`src/rtl/eth_gt_rx_link_supervisor.sv`:
```
// RX link supervisor for the GT receive path, running in the 125 MHz init-clock domain.
// It watches GT reset-done, PCS block lock and high-BER, and re-issues an RX datapath
// reset when lock does not arrive or is lost for too long. It also reports debounced
// link state and event counters.
module eth_gt_rx_link_supervisor #(
    parameter int SYNC_STAGES    = 3,
    parameter int LOCK_TIMEOUT   = 125000,
    parameter int DEBOUNCE       = 1250,
    parameter int HIGH_BER_LIMIT = 12500,
    parameter int RESET_PULSE    = 16,
    parameter int TIMER_WIDTH    = 24,
    parameter int COUNT_WIDTH    = 16
) (
    input  logic                   clk_125mhz_int,
    input  logic                   gt_tx_reset,
    input  logic                   enable,
    input  logic                   gt_reset_rx_done_in,
    input  logic                   rx_block_lock_in,
    input  logic                   rx_high_ber_in,
    input  logic                   clear_counters,
    output logic                   gt_reset_rx_datapath_out,
    output logic                   link_up,
    output logic [2:0]             state_out,
    output logic [COUNT_WIDTH-1:0] rx_reset_count,
    output logic [COUNT_WIDTH-1:0] link_drop_count
);

    typedef enum logic [2:0] {
        ST_IDLE      = 3'd0,
        ST_WAIT_DONE = 3'd1,
        ST_WAIT_LOCK = 3'd2,
        ST_DEBOUNCE  = 3'd3,
        ST_LINK_UP   = 3'd4,
        ST_RESET     = 3'd5
    } state_t;

    // Terminal timer values: the timer reads N-1 during the N-th cycle spent in a state.
    localparam logic [TIMER_WIDTH-1:0] LOCK_LAST     = TIMER_WIDTH'(LOCK_TIMEOUT - 1);
    localparam logic [TIMER_WIDTH-1:0] DEBOUNCE_LAST = TIMER_WIDTH'(DEBOUNCE - 1);
    localparam logic [TIMER_WIDTH-1:0] BER_LAST      = TIMER_WIDTH'(HIGH_BER_LIMIT - 1);
    localparam logic [TIMER_WIDTH-1:0] PULSE_LAST    = TIMER_WIDTH'(RESET_PULSE - 1);
    localparam logic [TIMER_WIDTH-1:0] TIMER_MAX     = '1;
    localparam logic [COUNT_WIDTH-1:0] COUNT_MAX     = '1;

    logic [SYNC_STAGES-1:0] doneSync_q;
    logic [SYNC_STAGES-1:0] lockSync_q;
    logic [SYNC_STAGES-1:0] berSync_q;
    logic                   doneS;
    logic                   lockS;
    logic                   berS;

    state_t                 state_q;
    state_t                 state_d;
    logic [TIMER_WIDTH-1:0] timer_q;
    logic [TIMER_WIDTH-1:0] timer_d;
    logic [COUNT_WIDTH-1:0] rxResetCount_q;
    logic [COUNT_WIDTH-1:0] rxResetCount_d;
    logic [COUNT_WIDTH-1:0] linkDropCount_q;
    logic [COUNT_WIDTH-1:0] linkDropCount_d;
    logic                   linkUp_q;
    logic                   rxReset_q;
    logic                   enterReset;
    logic                   leaveLinkUp;

    assign doneS = doneSync_q[SYNC_STAGES-1];
    assign lockS = lockSync_q[SYNC_STAGES-1];
    assign berS  = berSync_q[SYNC_STAGES-1];

    // Bring the three asynchronous status inputs into the init-clock domain.
    always_ff @(posedge clk_125mhz_int or posedge gt_tx_reset) begin
        if (gt_tx_reset) begin
            doneSync_q <= '0;
            lockSync_q <= '0;
            berSync_q  <= '0;
        end else begin
            doneSync_q <= {doneSync_q[SYNC_STAGES-2:0], gt_reset_rx_done_in};
            lockSync_q <= {lockSync_q[SYNC_STAGES-2:0], rx_block_lock_in};
            berSync_q  <= {berSync_q[SYNC_STAGES-2:0], rx_high_ber_in};
        end
    end

    // Next-state decision; enable=0 and a lost reset-done override everything else,
    // and lock loss beats both the lock timeout and the BER limit.
    always_comb begin
        state_d = state_q;
        if (!enable) begin
            state_d = ST_IDLE;
        end else begin
            case (state_q)
                ST_IDLE: state_d = ST_WAIT_DONE;
                ST_WAIT_DONE: begin
                    if (doneS) state_d = ST_WAIT_LOCK;
                end
                ST_WAIT_LOCK: begin
                    if (!doneS)                  state_d = ST_WAIT_DONE;
                    else if (lockS)              state_d = ST_DEBOUNCE;
                    else if (timer_q == LOCK_LAST) state_d = ST_RESET;
                end
                ST_DEBOUNCE: begin
                    if (!doneS)                      state_d = ST_WAIT_DONE;
                    else if (!lockS)                 state_d = ST_WAIT_LOCK;
                    else if (timer_q == DEBOUNCE_LAST) state_d = ST_LINK_UP;
                end
                ST_LINK_UP: begin
                    if (!doneS)                             state_d = ST_WAIT_DONE;
                    else if (!lockS)                        state_d = ST_WAIT_LOCK;
                    else if (berS && (timer_q == BER_LAST)) state_d = ST_RESET;
                end
                ST_RESET: begin
                    if (timer_q == PULSE_LAST) state_d = ST_WAIT_DONE;
                end
                default: state_d = ST_IDLE;
            endcase
        end
    end

    // Shared timer: restarts on every state change, doubles as the BER run length in
    // LINK_UP (cleared whenever BER is low), and saturates instead of wrapping.
    always_comb begin
        timer_d = timer_q + 1'b1;
        if (state_d != state_q) begin
            timer_d = '0;
        end else if ((state_q == ST_LINK_UP) && !berS) begin
            timer_d = '0;
        end else if (timer_q == TIMER_MAX) begin
            timer_d = timer_q;
        end
    end

    // Event counters: a reset is counted on RESET entry, a drop on any exit from LINK_UP;
    // clearing wins over a coincident event and both counters stick at all-ones.
    always_comb begin
        enterReset      = (state_d == ST_RESET) && (state_q != ST_RESET);
        leaveLinkUp     = (state_q == ST_LINK_UP) && (state_d != ST_LINK_UP);
        rxResetCount_d  = rxResetCount_q;
        linkDropCount_d = linkDropCount_q;
        if (clear_counters) begin
            rxResetCount_d  = '0;
            linkDropCount_d = '0;
        end else begin
            if (enterReset && (rxResetCount_q != COUNT_MAX)) begin
                rxResetCount_d = rxResetCount_q + 1'b1;
            end
            if (leaveLinkUp && (linkDropCount_q != COUNT_MAX)) begin
                linkDropCount_d = linkDropCount_q + 1'b1;
            end
        end
    end

    // State, timer, counters and the state-decoded outputs, registered together so the
    // outputs line up with the state they describe.
    always_ff @(posedge clk_125mhz_int or posedge gt_tx_reset) begin
        if (gt_tx_reset) begin
            state_q         <= ST_IDLE;
            timer_q         <= '0;
            rxResetCount_q  <= '0;
            linkDropCount_q <= '0;
            linkUp_q        <= 1'b0;
            rxReset_q       <= 1'b0;
        end else begin
            state_q         <= state_d;
            timer_q         <= timer_d;
            rxResetCount_q  <= rxResetCount_d;
            linkDropCount_q <= linkDropCount_d;
            linkUp_q        <= (state_d == ST_LINK_UP);
            rxReset_q       <= (state_d == ST_RESET);
        end
    end

    assign gt_reset_rx_datapath_out = rxReset_q;
    assign link_up                  = linkUp_q;
    assign state_out                = state_q;
    assign rx_reset_count           = rxResetCount_q;
    assign link_drop_count          = linkDropCount_q;

endmodule

```
`config.mk`:
```
export PLATFORM = sky130hd
export DESIGN_NAME = eth_gt_rx_link_supervisor
export DESIGN_NICKNAME = d
export VERILOG_FILES = /design/src/rtl/eth_gt_rx_link_supervisor.sv
export SDC_FILE = /design/constraint.sdc
export NUM_CORES = 1
export LEC_CHECK = 0
export CORE_MARGIN = 3
export CORE_UTILIZATION = 50
export DETAILED_ROUTE_END_ITERATION = 10
export HOLD_SLACK_MARGIN = 0.05
export PLACE_DENSITY = 0.73
export SLEW_MARGIN = 15
export SYNTH_ARGS = -nofsm -noshare
export SYNTH_HDL_FRONTEND = slang
export SYNTH_SLANG_ARGS = --single-unit
```
`constraint.sdc`:
```
create_clock -name clk_125mhz_int -period 3.2 [get_ports clk_125mhz_int]
set_input_delay 0.64 -clock clk_125mhz_int [delete_from_list [all_inputs] [get_ports clk_125mhz_int]]
set_output_delay 0.64 -clock clk_125mhz_int [all_outputs]
set_load 0.005 [all_outputs]
```
# Word level (Yosys, flattened, before mapping)
# Cells that the tools add are included.
classes:
  n_mux: 20
  eq_ne: 18
  add_sub_neg: 3
  n_reduce_logical: 10
ops:
  columns: ["cell", "n"]
  rows:
  - ["two-way mux 24 bit", 3]
  - ["two-way mux 16 bit", 4]
  - ["two-way mux 3 bit", 12]
  - ["adder 16 x 1 -> 16 bit (second input constant)", 2]
  - ["!= test 16 bit (second input constant)", 2]
  - ["adder 24 x 1 -> 24 bit (second input constant)", 1]
  - ["== test 24 x 11 -> 1 bit (second input constant)", 1]
  - ["== test 24 x 14 -> 1 bit (second input constant)", 1]
  - ["== test 24 x 17 -> 1 bit (second input constant)", 1]
  - ["== test 24 bit (second input constant)", 1]
  - ["== test 24 x 4 -> 1 bit (second input constant)", 1]
  - ["one-hot mux 3 bit (6 select lines)", 1]
  - ["== test 3 bit (second input constant)", 4]
  - ["!= test 3 bit (second input constant)", 3]
  - ["== test 3 x 2 -> 1 bit (second input constant)", 2]
  - ["logical AND 1 bit", 6]
  - ["nonzero test 2 bit", 2]
  - ["== test 3 x 1 -> 1 bit (second input constant)", 1]
  - ["logical NOT 3 bit", 1]
  - ["!= test 3 bit", 1]
  - ["logical NOT 1 bit", 1]
totals:
  in_bits: 7
  elab_cells: 60
  regBits: 70

# Depth between registers and ports, before layout
# Gate-level depths: netlist of run 1.
logic_depth:
  depth_word: 12
  ltp_mapped: 10

# Worst setup path before layout of run 1
# OpenSTA, ideal clock, no wires.
synth_timing:
  path_kind: "reg2reg"
  startpoint: "register timer_q[17]"
  endpoint: "register rxResetCount_q[10], in the netlist rx_reset_count[10]"
  arrival_ns: 2.557
  required_ns: 3.122
  stages_incl_launch_ff: 10
  path_slack_ns: 0.565
  path_cell_list: "dfrtp_1 clkbuf_1 nor3_2 nand3_1 o41a_1 o31ai_4 nand3_2 buf_2 or4_1 a21oi_1"
synth_via:
  elab_chain_len: 11
  elab_cells_between_ends: 21
  classes_between: "eq/ne: 5; mux: 12; reduce/logical: 4"
synth_rtl:
  columns: ["element", "line_no", "source"]
  rows:
  - ["start, declared", "54", "logic [TIMER_WIDTH-1:0] timer_q;"]
  - ["start signal, assigned", "162", "timer_q <= timer_d;"]
  - ["== test 24 x 14 -> 1 bit", "107", "else if (berS && (timer_q == BER_LAST)) state_d = ST_RESET;"]
  - ["logical AND 1 bit", "107", null]
  - ["two-way mux 3 bit", "107", null]
  - ["two-way mux 3 bit", "106", "else if (!lockS) state_d = ST_WAIT_LOCK;"]
  - ["two-way mux 3 bit", "105", "if (!doneS) state_d = ST_WAIT_DONE;"]
  - ["one-hot mux 3 bit (6 select lines) (*)", "89", "case (state_q)"]
  - ["two-way mux 3 bit (*)", "86", "if (!enable) begin"]
  - ["== test 3 bit (*)", "133", "enterReset = (state_d == ST_RESET) && (state_q != ST_RESET);"]
  - ["logical AND 1 bit (*)", "133", null]
  - ["logical AND 1 bit (*)", "141", "if (enterReset && (rxResetCount_q != COUNT_MAX)) begin"]
  - ["nonzero test 2 bit (no source line) (*)", null, null]
  - ["end signal, assigned", "163", "rxResetCount_q <= rxResetCount_d;"]
  - ["end, declared", "56", "logic [COUNT_WIDTH-1:0] rxResetCount_q;"]
# Every way passes the cells marked *; elsewhere a longest branch is shown, timed or not.
# A chain may end at the register's enable or synchronous reset.

# Final worst setup path of run 1
layout_timing:
  startpoint: "register timer_q[21]"
  endpoint: "register rxResetCount_q[13], in the netlist rx_reset_count[13]"
# The elaborated chain is that of the path after synthesis.

==> out/results.tsv, run 1 <==
stage	metric	value	unit
status	run status	finished clean	
floorplanning	Die Y	93.4	um
global_routing	pin count of the biggest net entering global routing	45	
route	uppermost layer routed	met4	
logic_synthesis	ys async rst share	100	%
floorplanning	Die Width	93.4	um
logic_synthesis	post-synthesis mux area share	1.38	%
setup_path	CP Data Arrival Time	3.10	ns
route	vias per inst	5.80	
timing	fin crit period	2.89	ns
global_routing	vias in the first global route	2988	
route	Met3 Wirelength	395	um
setup_path	Critical Path Sink Type	register	
floorplanning	FP Rows	31	
place	Port Buf Inserts	43	
clocking	CTS tree	built	
global_routing	grt ovf	0	
logic_synthesis	syn_nets	427	
route	drt first pass iters	5	
pwr	leakage power	1.75	nW
final_layout	Layout Nets	472	
floorplanning	Ports	44	
final_layout	most common cell after layout, fill and taps aside	dfrtp_1	
floorplanning	Core ar.	7330	um2
route	drt drc	0	
setup_path	crit-path max FO	5	
logic_synthesis	sequential-to-total area share from yosys stat	45.9	%
logic_synthesis	post-synth top area cell	dfrtp_1	
logic_synthesis	Adder-Cell Fraction of Synth Area	1.31	%
route	Metal-1 WL	4060	um
setup_path	Largest stage delay, worst path	0.61	ns
logic_synthesis	count of different cell masters after synthesis	57	
setup_path	Critical Path Start Type	register	
clocking	H-tree depth	3	
place	Placed Cells incl. Taps	549	
logic_synthesis	largest family of logic cells by synthesized area	simple AND/OR/NAND/NOR gates	
final_layout	Area Growth Syn to Fin	20.4	%
clocking	setup bufs post-CTS	0	
setup_path	worst path required time	3.41	ns
route	antenna viol nets, final	0	
timing	Slew Viols, Final	0	
timing	Worst Clk Skew	0.0116	ns
final_layout	share of layout cells above drive strength 1	9.01	%
logic_synthesis	top_reg_cell synth	dfrtp_1	
clocking	clk_lat worst skew	0.35	ns
clocking	cts bufs inserted	9	
timing	RSZ-0062 raised after global routing	no	
pwr	PD cells	402	nW/um2
global_routing	initial antenna violation count	0	
final_layout	fin cells	565	
place	Placer Congestion	0.943	
clocking	clk sinks	70	
clocking	clock buffer depth	2	
timing	Max Clk Rate	0.346	GHz
logic_synthesis	simple-gate share of the synthesized area	26.9	%
floorplanning	Initial Util	52.1	%
job	total of max-cap violations	0	
place	Post-Place Cell Area	4370	um2
timing	Final Hold Fails	0	
route	via count	3276	
pwr	worst vdd ir	0.229	mV
place	hpwl dp	6060	um
final_layout	ant diodes	0	
clocking	# hold bufs at CTS	0	
logic_synthesis	xor and xnor area share after synthesis	7.57	%
timing	Final Cycle Share	90.3	%
setup_path	Buffers & Inverters on Critical Path	0	
route	routed wire length	8500	um
logic_synthesis	synth top area cells	dfrtp_1, nor2_1, xnor2_1	
global_routing	global-route wire length before repair	14300	um
logic_synthesis	Syn Inst Count	416	
logic_synthesis	EDFF count, synth	0	
final_layout	# fillers	582	
timing	setup TNS	0	ns
setup_path	Largest delay share family, worst path	simple AND/OR/NAND/NOR gates	
clocking	Resize count post-CTS	0	
route	routed length per placed instance	15.0	um
route	Iter 0 DRT Violations	306	
setup_path	Slowest-stage cell, CP	nor4b_1	
logic_synthesis	post-synth top area share	45.9	%
timing	Worst slew margin	56.4	%
setup_path	Setup CP Type	register to register	
global_routing	all-layer global routing usage	20.5	%
route	WL met2	3920	um
final_layout	Final Cell Area	4590	um2
logic_synthesis	post-synthesis compound-gate area fraction	13.5	%
logic_synthesis	Avg Cell Area, Syn	9.17	um2
setup_path	worst path cell trace	nor4_2 -> nand4_1 -> o311a_1 -> o31a_1 -> nor4b_1 -> a21o_1 -> a21oi_1	
floorplanning	die area	8720	um2
timing	actual slew at the worst max-slew pin	0.645	ns
logic_synthesis	post-synthesis cell area	3820	um2
min_path	Worst Hold Class	register to register	
timing	final setup vio count	0	
clocking	clock-pin slew on the worst setup and hold paths	0.07	ns
logic_synthesis	#FFs+latches synth	70	
logic_synthesis	Warnings, synthesis	0	
clocking	root buf cell	clkbuf_8	
final_layout	leading cell types in the layout, fill and taps excluded	dfrtp_1, nor2_1, clkdlybuf4s50_1, nand2_1	
[worst register-to-register path, stage by stage (launching register included)]
cell     delay (ns)
dfrtp_1        0.43
nor4_2         0.34
nand4_1        0.27
o311a_1        0.49
o31a_1         0.35
nor4b_1        0.61
a21o_1         0.21
a21oi_1        0.06
[where the power goes]
group | total [mW] | switching [mW] | internal, mW
Sequential | 0.915 | 0.0171 | 0.898
Combinational | 0.136 | 0.0872 | 0.0489
Clock | 0.794 | 0.332 | 0.462
[cell families after synthesis]
| group | after synthesis |
|---|---|
| compound gates | 71 |
| xor+xnor | 33 |
| fa+ha+maj | 4 |
| buf+inv | 34 |
| flops | 70 |
| mux | 5 |
| simple gates | 199 |
[layout make-up]
| class | instances | area, um2 | share of cell area (%) |
|---|---|---|---|
| Clock buffer | 11 | 141 | 3.08 |
| Clock inverter | 5 | 81.3 | 1.77 |
| Inverter | 18 | 67.6 | 1.47 |
| Multi-Input combinational cell | 312 | 1930 | 42.1 |
| Sequential cell | 70 | 1750 | 38.1 |
| Tap cell | 99 | 124 | 2.70 |
| Timing Repair Buffer | 50 | 495 | 10.8 |
[cells in the mapped netlist (4+ instances only)]
cell type,number
a2111oi_0,4
a211oi_1,6
a21bo_2,4
a21oi_1,17
a31o_2,4
and3_1,7
buf_2,4
clkbuf_1,11
dfrtp_1,70
ha_1,4
inv_1,18
nand2_1,32
nand3_1,19
nand4_1,22
nor2_1,67
nor3_1,9
nor4_1,4
o21ai_0,8
o31ai_1,6
or3_1,5
or4_1,8
xnor2_1,22
xor2_1,11
[sequential cells by signal, summed over array words and instances (netlist names)]
signal / flops
berSync_q: 3
doneSync_q: 3
gt_reset_rx_datapath_out: 1
link_drop_count: 16
link_up: 1
lockSync_q: 3
rx_reset_count: 16
state_out: 3
timer_q: 24
[path summary, 6_finish.rpt]
path | startpoint | end | slack [ns] | depth (start not counted)
worst max-delay path | timer_q[21] | rx_reset_count[13] | 0.31 | 7
max in group asynchronous | gt_tx_reset | rx_reset_count[7] | 1.90 | 3
worst max register to register | timer_q[21] | rx_reset_count[13] | 0.31 | 7
min in group asynchronous | gt_tx_reset | lockSync_q[0] | 0.66 | 2
worst min register to register | doneSync_q[0] | doneSync_q[1] | 0.35 | 0
worst min-delay path | doneSync_q[0] | doneSync_q[1] | 0.35 | 0
[metrics by stage]
step | hold slack (ns) | setup slack, ns | utilization, % | power, mW
floorplan | 0.331 | 0.565 | - | 1.01
global placement | 0.333 | 0.419 | 59.6 | 1.07
detailed placement | 0.337 | 0.350 | 59.6 | 1.07
CTS | 0.354 | 0.333 | 62.7 | 1.86
global route | 0.357 | 0.116 | 62.7 | 1.91
finish | 0.346 | 0.310 | 62.7 | 1.85
[metal layers]
| layer | vias up | global-route usage [%] |
|---|---|---|
| met1 | 1572 | 29.9 |
| met4 | 0 | 8.55 |
| met2 | 99 | 30.6 |
| li1 | 1589 | - |
| met5 | - | 0 |
| met3 | 16 | 3.06 |
(Power assumes the default switching activity.)
==> inputs of run 2 (changes only) <==
==> constraint.sdc (replaced) <==
create_clock -name clk_125mhz_int -period 3.3 [get_ports clk_125mhz_int]
set_input_delay 0.66 -clock clk_125mhz_int [delete_from_list [all_inputs] [get_ports clk_125mhz_int]]
set_output_delay 0.66 -clock clk_125mhz_int [all_outputs]
set_load 0.005 [all_outputs]
==> out/results.tsv, run 2 (same netlist as run 1, synthesis figures left out) <==
stage	metric	value	unit
clocking	H-tree depth	3	
place	Port Buf Inserts	43	
place	Placer Congestion	0.831	
timing	Final Hold Fails	0	
timing	Slew Viols, Final	0	
final_layout	Largest Register	timer_q	
setup_path	R2R cell count	7	
clocking	clk sinks	70	
floorplanning	FP Rows	31	
setup_path	Critical Path Sink Type	register	
min_path	Worst Hold Class	register to register	
clocking	setup bufs post-CTS	0	
pwr	Power, Total	1.65	mW
timing	RSZ-0062 raised after global routing	no	
status	run status	finished clean	
timing	Max Clk Rate	0.347	GHz
timing	Worst slew margin	53.9	%
setup_path	CP Data Arrival Time	3.17	ns
floorplanning	Ports	44	
global_routing	all-layer global routing usage	21.1	%
final_layout	ant diodes	0	
setup_path	Slowest-stage cell, CP	or4_1	
setup_path	Setup CP Type	register to register	
setup_path	worst path required time	3.59	ns
final_layout	most common cell after layout, fill and taps aside	dfrtp_1	
global_routing	pin count of the biggest net entering global routing	32	
clocking	CTS tree	built	
route	drt drc	0	
route	Met3 Wirelength	436	um
global_routing	vias in the first global route	3174	
setup_path	worst path cell trace	nor4_2 -> nand4_1 -> o41a_1 -> o31ai_4 -> nand3_2 -> or4_1 -> a21oi_1	
global_routing	grt ovf	0	
final_layout	leading cell types in the layout, fill and taps excluded	dfrtp_1, nor2_1, clkdlybuf4s50_1, nand2_1	
global_routing	global-route wire length before repair	14700	um
timing	actual slew at the worst max-slew pin	0.688	ns
pwr	leakage power	1.75	nW
place	Post-Place Cell Area	4380	um2
place	hpwl dp	6380	um
clocking	clock-pin slew on the worst setup and hold paths	0.08	ns
final_layout	Final Cell Area	4570	um2
route	vias per inst	5.77	
min_path	HP Start	doneSync_q[0]	
min_path	hold depth	0	
timing	Worst Clk Skew	0.0126	ns
final_layout	Layout Nets	475	
pwr	worst vdd ir	0.229	mV
route	Metal-1 WL	4010	um
final_layout	Area Growth Syn to Fin	19.6	%
final_layout	max reg flops	24	
route	uppermost layer routed	met4	
clocking	cts bufs inserted	9	
route	routed length per placed instance	15.2	um
setup_path	Buffers & Inverters on Critical Path	0	
clocking	clock buffer depth	2	
setup_path	Largest stage delay, worst path	0.54	ns
route	drt first pass iters	4	
route	WL met2	4040	um
setup_path	Levels on crit path	7	
floorplanning	Die Y	93.4	um
clocking	Resize count post-CTS	0	
job	total of max-cap violations	0	
final_layout	# fillers	613	
setup_path	Reg2Reg Capture Point	rx_reset_count[11]	
route	routed wire length	8650	um
setup_path	worst r2r src	timer_q[4]	
floorplanning	Initial Util	52.1	%
floorplanning	die area	8720	um2
setup_path	crit-path max FO	13	
min_path	Min-Delay Endpoint	doneSync_q[1]	
clocking	clk_lat worst skew	0.36	ns
floorplanning	Core ar.	7330	um2
floorplanning	Die Width	93.4	um
setup_path	Largest delay share family, worst path	simple AND/OR/NAND/NOR gates	
clocking	# hold bufs at CTS	0	
global_routing	initial antenna violation count	0	
route	antenna viol nets, final	0	
pwr	PD cells	362	nW/um2
setup_path	Critical Path Start Type	register	
route	Iter 0 DRT Violations	192	
clocking	root buf cell	clkbuf_8	
timing	setup TNS	0	ns
timing	Final Cycle Share	87.3	%
timing	final setup vio count	0	
setup_path	r2r setup slk	0.42	ns
route	via count	3280	
timing	fin crit period	2.88	ns
final_layout	share of layout cells above drive strength 1	9.81	%
-- run 2: final cells by class --
class | count | area (um2) | area share (%)
multi-input cells | 312 | 1930 | 42.3
flip-flops and latches | 70 | 1750 | 38.4
repair buffers | 53 | 505 | 11.1
clock buffers | 11 | 151 | 3.32
well taps | 99 | 124 | 2.71
inverters | 18 | 67.6 | 1.48
clock inverters | 5 | 33.8 | 0.740
-- run 2: per-stage QoR --
stage               worst slack [ns]  util, %  instances  hold WS, ns
floorplan                      0.665        -        416        0.331
global placement               0.577     59.8        552        0.332
detailed placement             0.451     59.8        552        0.336
CTS                            0.432     62.3        568        0.353
global route                   0.113     62.3        568        0.360
finish                         0.418     62.3        568        0.350
-- run 2: worst register-to-register path, stage by stage, from the launching register on --
cell and delay [ns]:
dfrtp_1 0.49, nor4_2 0.36, nand4_1 0.23, o41a_1 0.43
o31ai_4 0.32, nand3_2 0.28, or4_1 0.54, a21oi_1 0.16
-- run 2: report_power, final --
part / internal (mW) / switching, mW / leakage (nW)
Sequential: 0.871 / 0.0161 / 0.953
Combinational: 0.0452 / 0.0844 / 0.703
Clock: 0.312 / 0.323 / 0.0913
-- run 2: worst max-delay path by stage --
| stage | start | endpoint | slack (ns) |
|---|---|---|---|
| 3_5_place_dp | timer_q[4] | rx_reset_count[11] | 0.45 |
| 4_1_cts | timer_q[4] | rx_reset_count[11] | 0.43 |
| 3_3_place_gp | timer_q[21] | rx_reset_count[11] | 0.58 |
| 5_1_grt | timer_q[21] | rx_reset_count[11] | 0.11 |
| 6_report | timer_q[4] | rx_reset_count[11] | 0.42 |
| 2_1_floorplan | timer_q[17] | rx_reset_count[10] | 0.67 |
-- run 2: per-layer routing --
metal	vias up	GRT usage, %
met5	-	0
met4	0	9.77
met3	15	3.22
met2	86	32.8
met1	1586	28.9
li1	1593	-
==> inputs of run 3 (changes only) <==
--- a/config.mk
+++ b/config.mk
@@ -10,7 +10,6 @@
 export DETAILED_ROUTE_END_ITERATION = 10
 export HOLD_SLACK_MARGIN = 0.05
 export PLACE_DENSITY = 0.73
-export SLEW_MARGIN = 15
 export SYNTH_ARGS = -nofsm -noshare
 export SYNTH_HDL_FRONTEND = slang
 export SYNTH_SLANG_ARGS = --single-unit
==> results of run 3 <==
Final layout, timing and power as in run 2 (identical DEF).
